$ cat config.mk
export PLATFORM = sky130hd
export DESIGN_NAME = mix_mem_arbiter_flat
export DESIGN_NICKNAME = d
export VERILOG_FILES = /design/src/rtl/mix_mem_arbiter_if.sv /design/src/rtl/mix_mem_arbiter.sv /design/src/flat_wrapper.sv
export SDC_FILE = /design/constraint.sdc
export NUM_CORES = 1
export LEC_CHECK = 0
export ABC_CLOCK_PERIOD_IN_PS = 3140
export CAP_MARGIN = 20
export CORE_ASPECT_RATIO = 1.5
export CORE_MARGIN = 2
export CORE_UTILIZATION = 37
export CTS_CLUSTER_SIZE = 40
export DETAILED_ROUTE_END_ITERATION = 10
export PLACE_DENSITY = 0.86
export SLEW_MARGIN = 5
export SYNTH_ARGS = -nofsm -noshare
export SYNTH_HDL_FRONTEND = slang
export SYNTH_SLANG_ARGS = --single-unit
$ cat constraint.sdc
create_clock -name clk_in -period 3.14 [get_ports clk_in]
set_clock_uncertainty 0.2 [all_clocks]
set_input_delay 0.471 -clock clk_in [delete_from_list [all_inputs] [get_ports clk_in]]
set_output_delay 0.471 -clock clk_in [all_outputs]
set_load 0.05 [all_outputs]
$ cat src/rtl/mix_mem_arbiter_if.sv
`default_nettype none
// ============================================================================
// Module      : mix_mem_arbiter_if
// Description : CPU, I/O channel and RAM bundle for the MIX memory arbiter.
// Revision    : 1.0 - initial release
// ============================================================================
interface mix_mem_arbiter_if #(
    parameter int AW = 12,
    parameter int DW = 31
);
    logic          cpu_req;
    logic          cpu_we;
    logic [AW-1:0] cpu_addr;
    logic [DW-1:0] cpu_wdata;
    logic          cpu_ack;
    logic          cpu_err;
    logic [DW-1:0] cpu_rdata;

    logic          io_req;
    logic          io_we;
    logic [AW-1:0] io_addr;
    logic [DW-1:0] io_wdata;
    logic          io_ack;
    logic          io_err;
    logic [DW-1:0] io_rdata;
    logic          io_lock;

    logic          mem_en;
    logic          mem_we;
    logic [AW-1:0] mem_addr;
    logic [DW-1:0] mem_wdata;
    logic [DW-1:0] mem_rdata;

    logic          busy;
    logic          grant_io;

    modport slave (
        input  cpu_req, cpu_we, cpu_addr, cpu_wdata,
        input  io_req, io_we, io_addr, io_wdata, io_lock,
        input  mem_rdata,
        output cpu_ack, cpu_err, cpu_rdata,
        output io_ack, io_err, io_rdata,
        output mem_en, mem_we, mem_addr, mem_wdata,
        output busy, grant_io
    );

    modport master (
        output cpu_req, cpu_we, cpu_addr, cpu_wdata,
        output io_req, io_we, io_addr, io_wdata, io_lock,
        output mem_rdata,
        input  cpu_ack, cpu_err, cpu_rdata,
        input  io_ack, io_err, io_rdata,
        input  mem_en, mem_we, mem_addr, mem_wdata,
        input  busy, grant_io
    );
endinterface
`default_nettype wire

$ cat src/rtl/mix_mem_arbiter.sv
`default_nettype none
// ============================================================================
// Module      : mix_mem_arbiter
// Description : Round-robin CPU / I/O arbiter for the MIX main-memory port.
//               Optional I/O burst lock enabled by defining MIX_IO_BURST_EN.
// Revision    : 1.0 - initial release
// ============================================================================
module mix_mem_arbiter #(
    parameter int MEM_WORDS = 4000,
    parameter int AW        = 12,
    parameter int DW        = 31,
    parameter int BURST_MAX = 100
) (
    input  wire logic        clk_in,
    input  wire logic        reset,
    mix_mem_arbiter_if.slave bus
);
    localparam logic [1:0]  c_S_IDLE    = 2'd0;
    localparam logic [1:0]  c_S_ISSUE   = 2'd1;
    localparam logic [1:0]  c_S_DONE    = 2'd2;
    localparam logic [AW:0] c_MEM_WORDS = (AW+1)'(MEM_WORDS);

    logic [1:0]    r_state;
    logic [1:0]    w_nextState;
    logic          r_lastIo;
    logic          r_memEn;
    logic          r_memWe;
    logic [AW-1:0] r_memAddr;
    logic [DW-1:0] r_memWdata;
    logic          r_grantIo;
    logic          r_err;
    logic          r_we;

    logic          w_anyReq;
    logic          w_pickIo;
    logic          w_we;
    logic [AW-1:0] w_addr;
    logic [DW-1:0] w_wdata;
    logic          w_inRange;
    logic          w_grantNow;
    logic          w_done;
    logic          w_rdValid;

    assign w_anyReq   = bus.cpu_req | bus.io_req;
    assign w_grantNow = (r_state == c_S_IDLE) && w_anyReq;

`ifdef MIX_IO_BURST_EN
    localparam int c_CNT_W = $clog2(BURST_MAX + 1);
    logic [c_CNT_W-1:0] r_burstCnt;
    logic               w_forceCpu;

    assign w_forceCpu = (r_burstCnt == c_CNT_W'(BURST_MAX)) && bus.cpu_req;

    always_comb begin
        w_pickIo = bus.io_req;
        if (bus.cpu_req && bus.io_req)
            w_pickIo = w_forceCpu ? 1'b0 : ~r_lastIo;
    end

    always_ff @(posedge clk_in or posedge reset) begin
        if (reset)
            r_burstCnt <= '0;
        else if (!bus.io_lock)
            r_burstCnt <= '0;
        else if (w_grantNow) begin
            if (!w_pickIo)
                r_burstCnt <= '0;
            else if (r_burstCnt != c_CNT_W'(BURST_MAX))
                r_burstCnt <= r_burstCnt + 1'b1;
        end
    end

    // A locked I/O grant leaves the pointer on CPU so ties keep going to I/O
    always_ff @(posedge clk_in or posedge reset) begin
        if (reset)
            r_lastIo <= 1'b1;
        else if (w_grantNow && !(w_pickIo && bus.io_lock))
            r_lastIo <= w_pickIo;
    end
`else
    logic w_unusedLock;
    assign w_unusedLock = bus.io_lock;

    always_comb begin
        w_pickIo = bus.io_req;
        if (bus.cpu_req && bus.io_req)
            w_pickIo = ~r_lastIo;
    end

    always_ff @(posedge clk_in or posedge reset) begin
        if (reset)
            r_lastIo <= 1'b1;
        else if (w_grantNow)
            r_lastIo <= w_pickIo;
    end
`endif

    assign w_we      = w_pickIo ? bus.io_we    : bus.cpu_we;
    assign w_addr    = w_pickIo ? bus.io_addr  : bus.cpu_addr;
    assign w_wdata   = w_pickIo ? bus.io_wdata : bus.cpu_wdata;
    assign w_inRange = {1'b0, w_addr} < c_MEM_WORDS;

    always_ff @(posedge clk_in or posedge reset) begin
        if (reset)
            r_state <= c_S_IDLE;
        else
            r_state <= w_nextState;
    end

    always_comb begin
        w_nextState = r_state;
        case (r_state)
            c_S_IDLE:  if (w_anyReq) w_nextState = c_S_ISSUE;
            c_S_ISSUE: w_nextState = c_S_DONE;
            c_S_DONE:  w_nextState = c_S_IDLE;
            default:   w_nextState = c_S_IDLE;
        endcase
    end

    // Access fields are latched once in IDLE; later input changes are ignored
    always_ff @(posedge clk_in or posedge reset) begin
        if (reset) begin
            r_memEn    <= 1'b0;
            r_memWe    <= 1'b0;
            r_memAddr  <= '0;
            r_memWdata <= '0;
            r_grantIo  <= 1'b0;
            r_err      <= 1'b0;
            r_we       <= 1'b0;
        end else if (w_grantNow) begin
            r_memEn    <= w_inRange;
            r_memWe    <= w_we & w_inRange;
            r_memAddr  <= w_addr;
            r_memWdata <= w_wdata;
            r_grantIo  <= w_pickIo;
            r_err      <= ~w_inRange;
            r_we       <= w_we;
        end else if (r_state == c_S_ISSUE) begin
            r_memEn <= 1'b0;
            r_memWe <= 1'b0;
        end
    end

    assign w_done    = (r_state == c_S_DONE);
    assign w_rdValid = w_done & ~r_err & ~r_we;

    always_comb begin
        bus.busy      = (r_state != c_S_IDLE);
        bus.grant_io  = r_grantIo;
        bus.mem_en    = r_memEn;
        bus.mem_we    = r_memWe;
        bus.mem_addr  = r_memAddr;
        bus.mem_wdata = r_memWdata;
        bus.cpu_ack   = w_done & ~r_grantIo;
        bus.io_ack    = w_done & r_grantIo;
        bus.cpu_err   = w_done & ~r_grantIo & r_err;
        bus.io_err    = w_done & r_grantIo & r_err;
        bus.cpu_rdata = (w_rdValid && !r_grantIo) ? bus.mem_rdata : '0;
        bus.io_rdata  = (w_rdValid && r_grantIo) ? bus.mem_rdata : '0;
    end
endmodule
`default_nettype wire

$ cat src/flat_wrapper.sv
// flat-port wrapper written by rule: the top's interface ports become plain ports
module mix_mem_arbiter_flat 
#(
    parameter int MEM_WORDS = 4000,
    parameter int AW        = 12,
    parameter int DW        = 31,
    parameter int BURST_MAX = 100
)
  (clk_in, reset, bus_cpu_req, bus_cpu_we, bus_cpu_addr, bus_cpu_wdata, bus_io_req, bus_io_we, bus_io_addr, bus_io_wdata, bus_io_lock, bus_mem_rdata, bus_cpu_ack, bus_cpu_err, bus_cpu_rdata, bus_io_ack, bus_io_err, bus_io_rdata, bus_mem_en, bus_mem_we, bus_mem_addr, bus_mem_wdata, bus_busy, bus_grant_io);
  mix_mem_arbiter_if #(.AW(AW), .DW(DW)) bus_i ();
  input  wire logic clk_in;
  input  wire logic reset;
  input wire logic [$bits(bus_i.cpu_req)-1:0] bus_cpu_req;
  input wire logic [$bits(bus_i.cpu_we)-1:0] bus_cpu_we;
  input wire logic [$bits(bus_i.cpu_addr)-1:0] bus_cpu_addr;
  input wire logic [$bits(bus_i.cpu_wdata)-1:0] bus_cpu_wdata;
  input wire logic [$bits(bus_i.io_req)-1:0] bus_io_req;
  input wire logic [$bits(bus_i.io_we)-1:0] bus_io_we;
  input wire logic [$bits(bus_i.io_addr)-1:0] bus_io_addr;
  input wire logic [$bits(bus_i.io_wdata)-1:0] bus_io_wdata;
  input wire logic [$bits(bus_i.io_lock)-1:0] bus_io_lock;
  input wire logic [$bits(bus_i.mem_rdata)-1:0] bus_mem_rdata;
  output wire logic [$bits(bus_i.cpu_ack)-1:0] bus_cpu_ack;
  output wire logic [$bits(bus_i.cpu_err)-1:0] bus_cpu_err;
  output wire logic [$bits(bus_i.cpu_rdata)-1:0] bus_cpu_rdata;
  output wire logic [$bits(bus_i.io_ack)-1:0] bus_io_ack;
  output wire logic [$bits(bus_i.io_err)-1:0] bus_io_err;
  output wire logic [$bits(bus_i.io_rdata)-1:0] bus_io_rdata;
  output wire logic [$bits(bus_i.mem_en)-1:0] bus_mem_en;
  output wire logic [$bits(bus_i.mem_we)-1:0] bus_mem_we;
  output wire logic [$bits(bus_i.mem_addr)-1:0] bus_mem_addr;
  output wire logic [$bits(bus_i.mem_wdata)-1:0] bus_mem_wdata;
  output wire logic [$bits(bus_i.busy)-1:0] bus_busy;
  output wire logic [$bits(bus_i.grant_io)-1:0] bus_grant_io;
  assign bus_i.cpu_req = bus_cpu_req;
  assign bus_i.cpu_we = bus_cpu_we;
  assign bus_i.cpu_addr = bus_cpu_addr;
  assign bus_i.cpu_wdata = bus_cpu_wdata;
  assign bus_i.io_req = bus_io_req;
  assign bus_i.io_we = bus_io_we;
  assign bus_i.io_addr = bus_io_addr;
  assign bus_i.io_wdata = bus_io_wdata;
  assign bus_i.io_lock = bus_io_lock;
  assign bus_i.mem_rdata = bus_mem_rdata;
  assign bus_cpu_ack = bus_i.cpu_ack;
  assign bus_cpu_err = bus_i.cpu_err;
  assign bus_cpu_rdata = bus_i.cpu_rdata;
  assign bus_io_ack = bus_i.io_ack;
  assign bus_io_err = bus_i.io_err;
  assign bus_io_rdata = bus_i.io_rdata;
  assign bus_mem_en = bus_i.mem_en;
  assign bus_mem_we = bus_i.mem_we;
  assign bus_mem_addr = bus_i.mem_addr;
  assign bus_mem_wdata = bus_i.mem_wdata;
  assign bus_busy = bus_i.busy;
  assign bus_grant_io = bus_i.grant_io;
  mix_mem_arbiter #(.MEM_WORDS(MEM_WORDS), .AW(AW), .DW(DW), .BURST_MAX(BURST_MAX)) u_core (.clk_in(clk_in), .reset(reset), .bus(bus_i));
endmodule
[Word level (Yosys, flattened, before mapping)]
Cells that the tools add are included.
Word-level totals
  register bits: 51
  latch bits: 0
  RAM bits: 0
  ROM bits: 0
  input port bits: 124
  output and inout port bits: 113
  memories kept: 0
Cells by class
  add/subtract/negate cells: 0
  multipliers: 0
  divide/modulo/power cells: 0
  $lt $le $gt $ge: 1
  equal/unequal tests: 3
  shift-type cells: 0
  mux-type cells: 11
  bitwise logic cells: 13
  reductions and logical operators: 8
Operator list (number)
  31-bit two-way mux: 3
  12-bit < comparator (second input constant): 1
  12-bit two-way mux: 1
  1-bit bitwise AND: 7
  1-bit two-way mux: 5
  1-bit inverter: 5
  1-bit logical AND: 4
  2-bit case mux with 2 select lines: 1
  2-bit nonzero test: 2
  2-bit by 1-bit equality test with 1-bit output (second input constant): 1
  2-bit equality test (second input constant): 1
  2-bit logical NOT: 1
  2-bit two-way mux: 1
  2-bit by 1-bit inequality test with 1-bit output (second input constant): 1
  1-bit logical NOT: 1
  1-bit OR: 1

[Logic depth before layout (Yosys ltp)]
  depth after elaboration: 6
  gate-level depth with buffers: 5

[Least setup slack after synthesis]
OpenSTA, ideal clock, no wires.
  path kind: reg-to-output
  from: reg u_core.r_grantIo, in the netlist u_core.bus.grant_io
  to: out bus_cpu_rdata[0]
  data arrival time: 2.376 ns
  data required time: 2.469 ns
  path slack: 0.093 ns
  stages on the path, launching flop included: 5
  buffers on the path: 1
  path through: dfrtp_1 nor3b_2 nor3b_2 clkbuf_1 and2_1
On the way
  cells in the longest elaborated chain, start to end: 3
RTL lines
  start: declaration: RTL line mix_mem_arbiter.sv:30  | logic r_grantIo;
  start signal: assignment: RTL line mix_mem_arbiter.sv:135  | r_grantIo <= w_pickIo;
  1-bit logical NOT: RTL line mix_mem_arbiter.sv:158  | bus.cpu_rdata = (w_rdValid && !r_grantIo) ? bus.mem_rdata : '0;
  1-bit logical AND: RTL line mix_mem_arbiter.sv:158
  31-bit two-way mux: RTL line mix_mem_arbiter.sv:158
  end: declaration: RTL line flat_wrapper.sv:25  | output wire logic [$bits(bus_i.cpu_rdata)-1:0] bus_cpu_rdata;
Every way passes these cells.

[Worst setup path after layout]
  from: reg u_core.r_grantIo, in the netlist u_core.bus.grant_io
  to: out bus_cpu_rdata[12]
The elaborated chain is that of the path after synthesis.

==> out/results.txt <==
Critical path endpoint category -> output pin
Placer Congestion -> 0.792
Vias per inst -> 4.94
Post-synth top area share -> 0.400
CTS hold repair buffers -> 0
FILL cells -> 548
Area Overhead vs Synth -> 103%
Post-DP HPWL -> 10.0 mm
Synth cell types -> 34
Avg Cell Area, Syn -> 12.5 sq um
Die width -> 79.0 microns
Routed Antenna Nets -> 0
Clock slew at reported path FFs -> 0.06 ns
DRT iter0 DRCs -> 76
Synthesized area -> 3130 sq um
DIE AREA -> 9210 sq um
FMAX -> 349 MHz
Logic pwr share -> 0.684
Total GRT Usage -> 0.250
Hold Startpoint -> u_core.bus.mem_wdata[13]
Ports -> 237
Pins Over Slew Limit -> 0
CTS root buffer -> clkbuf_16
Sw Ratio -> 0.474
Vias in the first global route -> 3178
# Max-Cap Violations -> 0
Clock power frac -> 0.093
Syn Inst Count -> 251
Largest net degree at the start of global routing -> 37
Main synth FF type -> dfrtp_1
Placed cells -> 586
Required @ worst endpoint -> 2.47 ns
DRC Markers -> 0
Min Tclk post-route -> 2.87 ns
Fin area -> 6360 sq um
Setup violations, final -> 0
Least-Margin Pin Slew -> 0.615 ns
Power density over the cells -> 857 nW/um^2
Psw -> 2.58 mW
Final Non-Filler Cells -> 593
Worst VDD drop -> 768 uV
Area leader, netlist -> dfrtp_1
Area contributors post-synth -> dfrtp_1 40%, mux2_4 20%, and2_1 13%
Startpoint Class -> register
I/O Buffers -> 235
# clock sinks -> 51
Initial Util -> 0.376
Static Leak -> 2.67 nW
Final setup TNS -> 0 ns
Nets -> 610
Core area -> 8310 sq um
Post-synthesis async set-or-reset flop share -> 1.00
Cell area after placement -> 6220 sq um
Clock tree buffer depth -> 2
Status -> complete, no violations
Layout cells sized above 1 -> 0.334
R2r setup slk -> 1.14 ns
H-tree Lvls -> 2
Worst Setup Path Type -> register to output pin
Vias post-DR -> 2932
Largest fanout on the critical path -> 12
Clk_lat worst skew -> 0.29 ns
First-pass GRT wire length -> 17.4 mm
Sequential share of power -> 0.223
Final hold violation count -> 0
Worst Setup SP -> u_core.bus.grant_io
Post-synth EDFFs -> 0
RSZ-0062 raised after global routing -> no
FF-to-FF Start -> u_core.r_state[0]
Pint -> 2.87 mW
Post-CTS Setup Inserts -> 0
Hold slack -> 0.308 ns
Ys Warns -> 0
Total power after layout -> 5.45 mW
#FFs+latches synth -> 51
Num CTS Buffers -> 5
Register area share after synthesis -> 0.409
Setup ws final -> 0.274 ns
Drt first pass iters -> 4
Post-place setup slack -> 0.567 ns
Syn Nets -> 375
Die Ht -> 117 microns
Initial antenna violation count -> 5
Grt total ovfl -> 0
CTS tree -> done
Rows -> 41
Wire per inst -> 19.8 microns
Final core utilization -> 0.765
Final WL -> 11.7 mm
Critical Path AT -> 2.19 ns
Crit share post-route -> 0.913
Worst hold path type -> register to register
Max_slew headroom -> 0.588
Post-CTS Resized -> 0
[power by group through the flow]
stage	sequential [mW]	combinational (mW)	clock (mW)
2_1_floorplan	2.26	1.31	0
3_3_place_gp	1.20	3.67	0
3_5_place_dp	1.22	3.74	0
4_1_cts	1.22	3.75	0.518
5_1_grt	1.26	3.87	0.541
6_report	1.21	3.72	0.509
[kinds of logic after synthesis]
group	count (synthesis)	share of synthesized area
AO/OA/AOI/OAI	22	0.0480
buffers and inverters	19	0.0368
flip-flops	51	0.409
multiplexers	83	0.347
AND/OR/NAND/NOR	76	0.159
[layout by cell type, fill, tap and decap left out, types with 3 or more instances in the layout]
cell type | synthesis | layout
clkbuf_16 | 0 | 5
mux2i_1 | 5 | 5
buf_12 | 0 | 64
o21ai_0 | 11 | 11
nor3b_2 | 3 | 3
buf_4 | 2 | 6
mux2_2 | 35 | 35
and2_1 | 64 | 64
clkdlybuf4s50_1 | 0 | 173
dfrtp_1 | 50 | 50
mux2_4 | 42 | 42
[final timing paths]
path,endpoint,cells past startpoint
setup / recovery,bus_cpu_rdata[12],5
hold / removal,u_core.bus.mem_wdata[13],1
setup reg to reg,u_core.bus.mem_wdata[12],5
hold reg to reg,u_core.bus.mem_wdata[13],1
max in group asynchronous,u_core.bus.mem_wdata[24],3
min in group asynchronous,u_core.bus.mem_wdata[14],2
[synth_stat cells (3+ instances only)]
cell      count
o21ai_0      11
dfrtp_1      50
mux2i_1       5
buf_6         4
nor3b_2       3
and2_1       64
mux2_4       42
clkbuf_1      6
mux2_2       35
[flip-flops by register name, summed over array words and instances (netlist names)]
register and cells:
u_core.bus.mem_we 1, u_core.bus.mem_en 1, u_core.bus.grant_io 1, u_core.r_state 2, u_core.r_err 1, u_core.r_lastIo 1, u_core.bus.mem_wdata 31, u_core.r_we 1
u_core.bus.mem_addr 12
[cell type report]
class                   instances  area [sq um]  share of cell area
diodes                          1          2.50            0.000394
clock buffers                   6           129              0.0203
inverters                       4          15.0             0.00236
multi-input cells             181          1740               0.274
flip-flops and latches         51          1280               0.201
well taps                     107           134              0.0211
repair buffers                243          3060               0.481
[critical path: stages, from the launching register on]
cell	delay [ns]
dfrtp_1	0.41
nor3b_2	0.29
nor3b_2	0.58
buf_4	0.28
and2_1	0.20
buf_12	0.15
[layer usage]
layer,global-route usage,wire length [microns],up-vias
li1,-,-,1333
met1,0.235,3660,1401
met2,0.466,6310,175
met3,0.138,1560,19
met4,0.0632,183,4
met5,0,28,-
Note: power is estimated with default switching activity, not from simulation.
==> variant 1, RTL diff (same settings) <==
Build with the macro `MIX_IO_BURST_EN` defined.
--- a/src/rtl/mix_mem_arbiter.sv
+++ b/src/rtl/mix_mem_arbiter.sv
@@ -5,6 +5,8 @@
 //               Optional I/O burst lock enabled by defining MIX_IO_BURST_EN.
 // Revision    : 1.0 - initial release
 // ============================================================================
+`define MIX_IO_BURST_EN
+
 module mix_mem_arbiter #(
     parameter int MEM_WORDS = 4000,
     parameter int AW        = 12,
Check against the original RTL: not equivalent (a bounded check fails within 10 cycles, from zero or initial values and one cycle with reset high).
==> variant 1 against the original RTL <==
  * Cell area fell by 8.3%
  * Sequential cell count rose by 7
  * Critical path type unchanged
  * Setup slack got worse by 0.073 ns
  * Largest cell class unchanged
  * Critical endpoint is now bus_io_rdata[15]
  * Non-clock buffer count rose by 2
  * Die area rose by 1.0%
  * Power rose by 2.6%
  * Area after synthesis rose by 1.0%
  * Wire length rose by 5.1%
  * Combinational power fell by 12%
  * Clock power rose by 94%
==> variant 1: results (changes against the original RTL) <==
metric,value,unit,change
CTS resizes,0,,unchanged
Cell variety after synth,33,,-2.9%
routability cong.,0.908,,+15%
Post-layout nets,750,,+23%
Filler cells,665,,+21%
switching share of power,49.1,%,+1.7 points
Iter 0 DRT Violations,239,,+210%
syn_nets,521,,+39%
status,"complete, no violations",,
layout cells sized above 1,15.3,%,-18 points
first-pass GRT wire length,18.5,mm,+6.6%
largest net degree at the start of global routing,59,,+59%
Placed Area,5510,um^2,-11%
DP HPWL,9.86,mm,-1.5%
vias per cell,5.04,,+2.0%
Compound-Gate Fraction of Synth Area,19.4,%,+15 points
post-synthesis mux area share,0,%,-35 points
Adder-Cell Fraction of Synth Area,0.792,%,+0.79 points
"Seq/Total Area, Yosys",46.0,%,+5.1 points
worst skew pair latency,0.33,ns,+0.04 ns
H-tree Lvls,3,,+1
total number of vias,3741,,+28%
number of flip-flops in the largest register,31,,unchanged
dpl ws,0.415,ns,-0.152 ns
crit path max fanout,17,,+5
gr usage total,26.5,%,+1.5 points
Slew headroom,49.0,%,-9.8 points
antenna violations before repair,8,,+3
"slowest stage cell, crit path",nor3b_2,,
I/O Buffers,236,,+0.43%
final wirelength,12.3,mm,+5.1%
postcts setup bufs,0,,unchanged
Syn Inst Count,395,,+57%
Max rail drop VDD,0.723,mV,-5.9%
dominant cells by area after synthesis,"dfrtp_1 (45%), a21oi_1 (15%), and2_1 (13%)",,
Placed Cells,720,,+23%
worst path arrival time,2.27,ns,+0.08 ns
CTS Buf Count,9,,+4
Leakage Power,2.54,nW,-4.7%
Post-synth top cells,"a21oi_1 (93), and2_1 (65), dfrtp_1 (57), nand2_1 (48), nor2_1 (47)",,
variant 1: final timing paths:
kind | from | end | slack [ns] | cells after the start
min reg2reg | u_core.r_lastIo | u_core.r_lastIo | 0.31 | 1
min in group asynchronous | reset | u_core.bus.mem_wdata[13] | 0.36 | 3
min | u_core.r_lastIo | u_core.r_lastIo | 0.31 | 1
max reg2reg | u_core.r_state[1] | u_core.r_burstCnt[1] | 0.90 | 6
max | u_core.r_state[0] | bus_io_rdata[15] | 0.20 | 6
max in group asynchronous | reset | u_core.r_lastIo | 2.07 | 3
variant 1: cell families after synthesis:
| logic type | count (synthesis) |
|---|---|
| AND/OR/NAND/NOR | 185 |
| AO/OA/AOI/OAI | 116 |
| flip-flops | 58 |
| buffers and inverters | 34 |
| adder cells (fa/ha/maj) | 2 |
variant 1: metal layers:
metal,track usage [%],wire length [um],vias up
met1,24.9,3870,1736
met2,49.1,6700,199
met5,0,13,-
met4,11.1,225,2
met3,12.0,1530,17
li1,-,-,1787
variant 1: layout make-up:
| type | count | area (um^2) | share of cell area, % |
|---|---|---|---|
| sequential | 58 | 1450 | 24.9 |
| clock buffer | 11 | 253 | 4.34 |
| timing repair buffer | 245 | 2300 | 39.5 |
| multi-input combinational | 303 | 1600 | 27.4 |
| clock inverter | 5 | 52.6 | 0.901 |
| antenna | 6 | 15.0 | 0.258 |
| inverter | 7 | 26.3 | 0.451 |
| tap | 107 | 134 | 2.30 |
variant 1: power by group through the flow:
stage                     Sequential (W)  Clock [W]  Combinational, W
after floorplan                  0.00231          0           0.00112
after global placement           0.00130          0           0.00324
after detailed placement         0.00132          0           0.00330
after CTS                        0.00131   0.000998           0.00331
after global routing             0.00134    0.00103           0.00348
final                            0.00131   0.000988           0.00329
==> variant 2, RTL diff (same settings) <==
Made on the original files. `DW` is set to 31 in 3 places; all go to 39.
--- a/src/rtl/mix_mem_arbiter_if.sv
+++ b/src/rtl/mix_mem_arbiter_if.sv
@@ -6,7 +6,7 @@
 // ============================================================================
 interface mix_mem_arbiter_if #(
     parameter int AW = 12,
-    parameter int DW = 31
+    parameter int DW = 39
 );
     logic          cpu_req;
     logic          cpu_we;
--- a/src/rtl/mix_mem_arbiter.sv
+++ b/src/rtl/mix_mem_arbiter.sv
@@ -8,7 +8,7 @@
 module mix_mem_arbiter #(
     parameter int MEM_WORDS = 4000,
     parameter int AW        = 12,
-    parameter int DW        = 31,
+    parameter int DW        = 39,
     parameter int BURST_MAX = 100
 ) (
     input  wire logic        clk_in,
--- a/src/flat_wrapper.sv
+++ b/src/flat_wrapper.sv
@@ -3,7 +3,7 @@
 #(
     parameter int MEM_WORDS = 4000,
     parameter int AW        = 12,
-    parameter int DW        = 31,
+    parameter int DW        = 39,
     parameter int BURST_MAX = 100
 )
   (clk_in, reset, bus_cpu_req, bus_cpu_we, bus_cpu_addr, bus_cpu_wdata, bus_io_req, bus_io_we, bus_io_addr, bus_io_wdata, bus_io_lock, bus_mem_rdata, bus_cpu_ack, bus_cpu_err, bus_cpu_rdata, bus_io_ack, bus_io_err, bus_io_rdata, bus_mem_en, bus_mem_we, bus_mem_addr, bus_mem_wdata, bus_busy, bus_grant_io);
Interface: changed (6 resized); port bits go from 237 to 285. The function was not compared with the original's and may differ.
==> variant 2 against the original RTL <==
  * Area after synthesis is 21% higher
  * Utilization is 0.87 points higher
  * Setup slack improved by 0.17 ns
  * Critical path depth fell by 2
  * Combinational power increased by 19%
  * Sequential power is 17% higher
  * Power up 25%
  * Hold slack barely moved
  * Critical path type unchanged
  * Highest routed layer unchanged
  * Sequential cell count grew 8
  * Cell area grew 22%
  * Wire length rose by 14%
  * Global-route usage decreased by 0.39 points
  * Clock power rose by 91%
==> variant 2: results (changes against the original RTL) <==
metric,value,unit,change
largest net degree at the start of global routing,40,,+8.1%
clock buffer depth,2,,unchanged
dominant cells by area after synthesis,"dfrtp_1 (38%), mux2_4 (27%), and2_1 (13%)",,
CTS Buf Count,9,,+4
Placed Cells,683,,+17%
"slowest stage cell, crit path",clkdlybuf4s50_1,,
Slew headroom,54.9,%,-3.9 points
worst skew pair latency,0.32,ns,+0.03 ns
DP HPWL,11.1,mm,+11%
vias in the first global route,3707,,+17%
Syn Inst Count,295,,+18%
I/O Buffers,283,,+20%
YS warnings,0,,unchanged
Filler cells,599,,+9.3%
CTS root buffer,clkbuf_16,,
Non-Filler Instances,699,,+18%
antenna violations before repair,3,,-2
clk slew on worst S/H paths,0.05,ns,
Leakage Power,3.31,nW,+24%
1st-pass router iterations,4,,unchanged
vias per cell,4.97,,+0.49%
Post-CTS Hold Buffers,0,,unchanged
"slowest stage delay, CP",0.78,ns,+0.20 ns
type of the worst min-delay path,reg2reg,,
ys flop type,dfrtp_1,,
postcts setup bufs,0,,unchanged
Placed Area,7460,um^2,+20%
Iter 0 DRT Violations,101,,+33%
"Seq/Total Area, Yosys",39.2,%,-1.7 points
Max rail drop VDD,0.627,mV,-18%
H-tree Lvls,3,,+1
number of flip-flops in the largest register,39,,+26%
Post-synth top cells,"and2_1 (80), mux2_4 (67), dfrtp_1 (58), mux2_2 (27), o21ai_0 (11)",,
Cell variety after synth,34,,unchanged
status,"complete, no violations",,
final wirelength,13.4,mm,+14%
syn_nets,443,,+18%
diodes inserted,0,,-1
gr usage total,24.6,%,-0.39 points
crit path max fanout,9,,-3
Post-layout nets,725,,+19%
worst path arrival time,2.03,ns,-0.16 ns
dpl ws,0.509,ns,-0.0575 ns
layout cells sized above 1,35.1,%,+1.6 points
first-pass GRT wire length,20.6,mm,+18%
ys async rst share,100,%,unchanged
routability cong.,0.792,,unchanged
CTS resizes,0,,unchanged
## variant 2: cell count changes after synthesis
cell	unedited run	this run
buf_6	4	5
buf_12	0	2
buf_4	2	0
clkbuf_2	0	2
buf_2	2	4
mux2_2	35	27
mux2_4	42	67
mux2_1	1	0
dfrtp_1	50	58
clkbuf_1	6	4
buf_8	0	2
and2_1	64	80
clkbuf_4	1	0
## variant 2: cell families (layout without fill, tap and decap cells)
family                 Yosys count  count (layout)  synth area share (%)
multiplexers                    99              99                  36.1
AND/OR/NAND/NOR                 92              92                  15.8
flip-flops                      59              59                  39.2
buffers and inverters           23             310                  4.94
AO/OA/AOI/OAI                   22              22                  3.98
## variant 2: power breakdown
part           total [W]  internal (W)  switching (W)
clock           0.000974      0.000631       0.000343
sequential       0.00142       0.00116       0.000259
combinational    0.00442       0.00190        0.00252
## variant 2: final timing paths
check / start / end / slack [ns] / depth (start not counted)
hold / removal: u_core.bus.mem_wdata[7] / u_core.bus.mem_wdata[7] / 0.31 / 1
hold reg to reg: u_core.bus.mem_wdata[7] / u_core.bus.mem_wdata[7] / 0.31 / 1
max in group asynchronous: reset / u_core.r_lastIo / 1.66 / 3
setup reg to reg: u_core.r_state[1] / u_core.bus.mem_wdata[16] / 1.08 / 5
min in group asynchronous: reset / u_core.bus.mem_wdata[20] / 0.40 / 2
setup / recovery: u_core.r_state[1] / bus_busy / 0.44 / 3
## variant 2: final cells by class
cell class                 count  share of cell area, %
inverter                       4                  0.194
clock inverter                 5                  0.678
tap                          117                   1.89
sequential                    59                   19.1
multi-input combinational    213                   27.3
clock buffer                  11                   3.13
timing repair buffer         290                   47.8
## variant 2: critical path, delay by kind of cell, from the launching register on
family,cells,cell delay (ns)
flops,1,0.41
buf+inv,2,1.04
simple gates,1,0.25
## variant 2: through the flow
stage / total power [W] / utilization (%)
3_3_place_gp: 0.00576 / 74.4
3_5_place_dp: 0.00586 / 74.4
4_1_cts: 0.00687 / 77.4
2_1_floorplan: 0.00424 / -
5_1_grt: 0.00709 / 77.4
6_report: 0.00682 / 77.4
## variant 2: metal layers
layer / vias up / wire (um) / GRT usage (%) / share of wire (%)
met3: 42 / 1300 / 8.91 / 9.7
met4: 4 / 560 / 11.2 / 4.2
li1: 1584 / - / - / -
met5: - / 23 / 0 / 0.17
met2: 218 / 7140 / 44.2 / 53
met1: 1625 / 4380 / 24.9 / 33
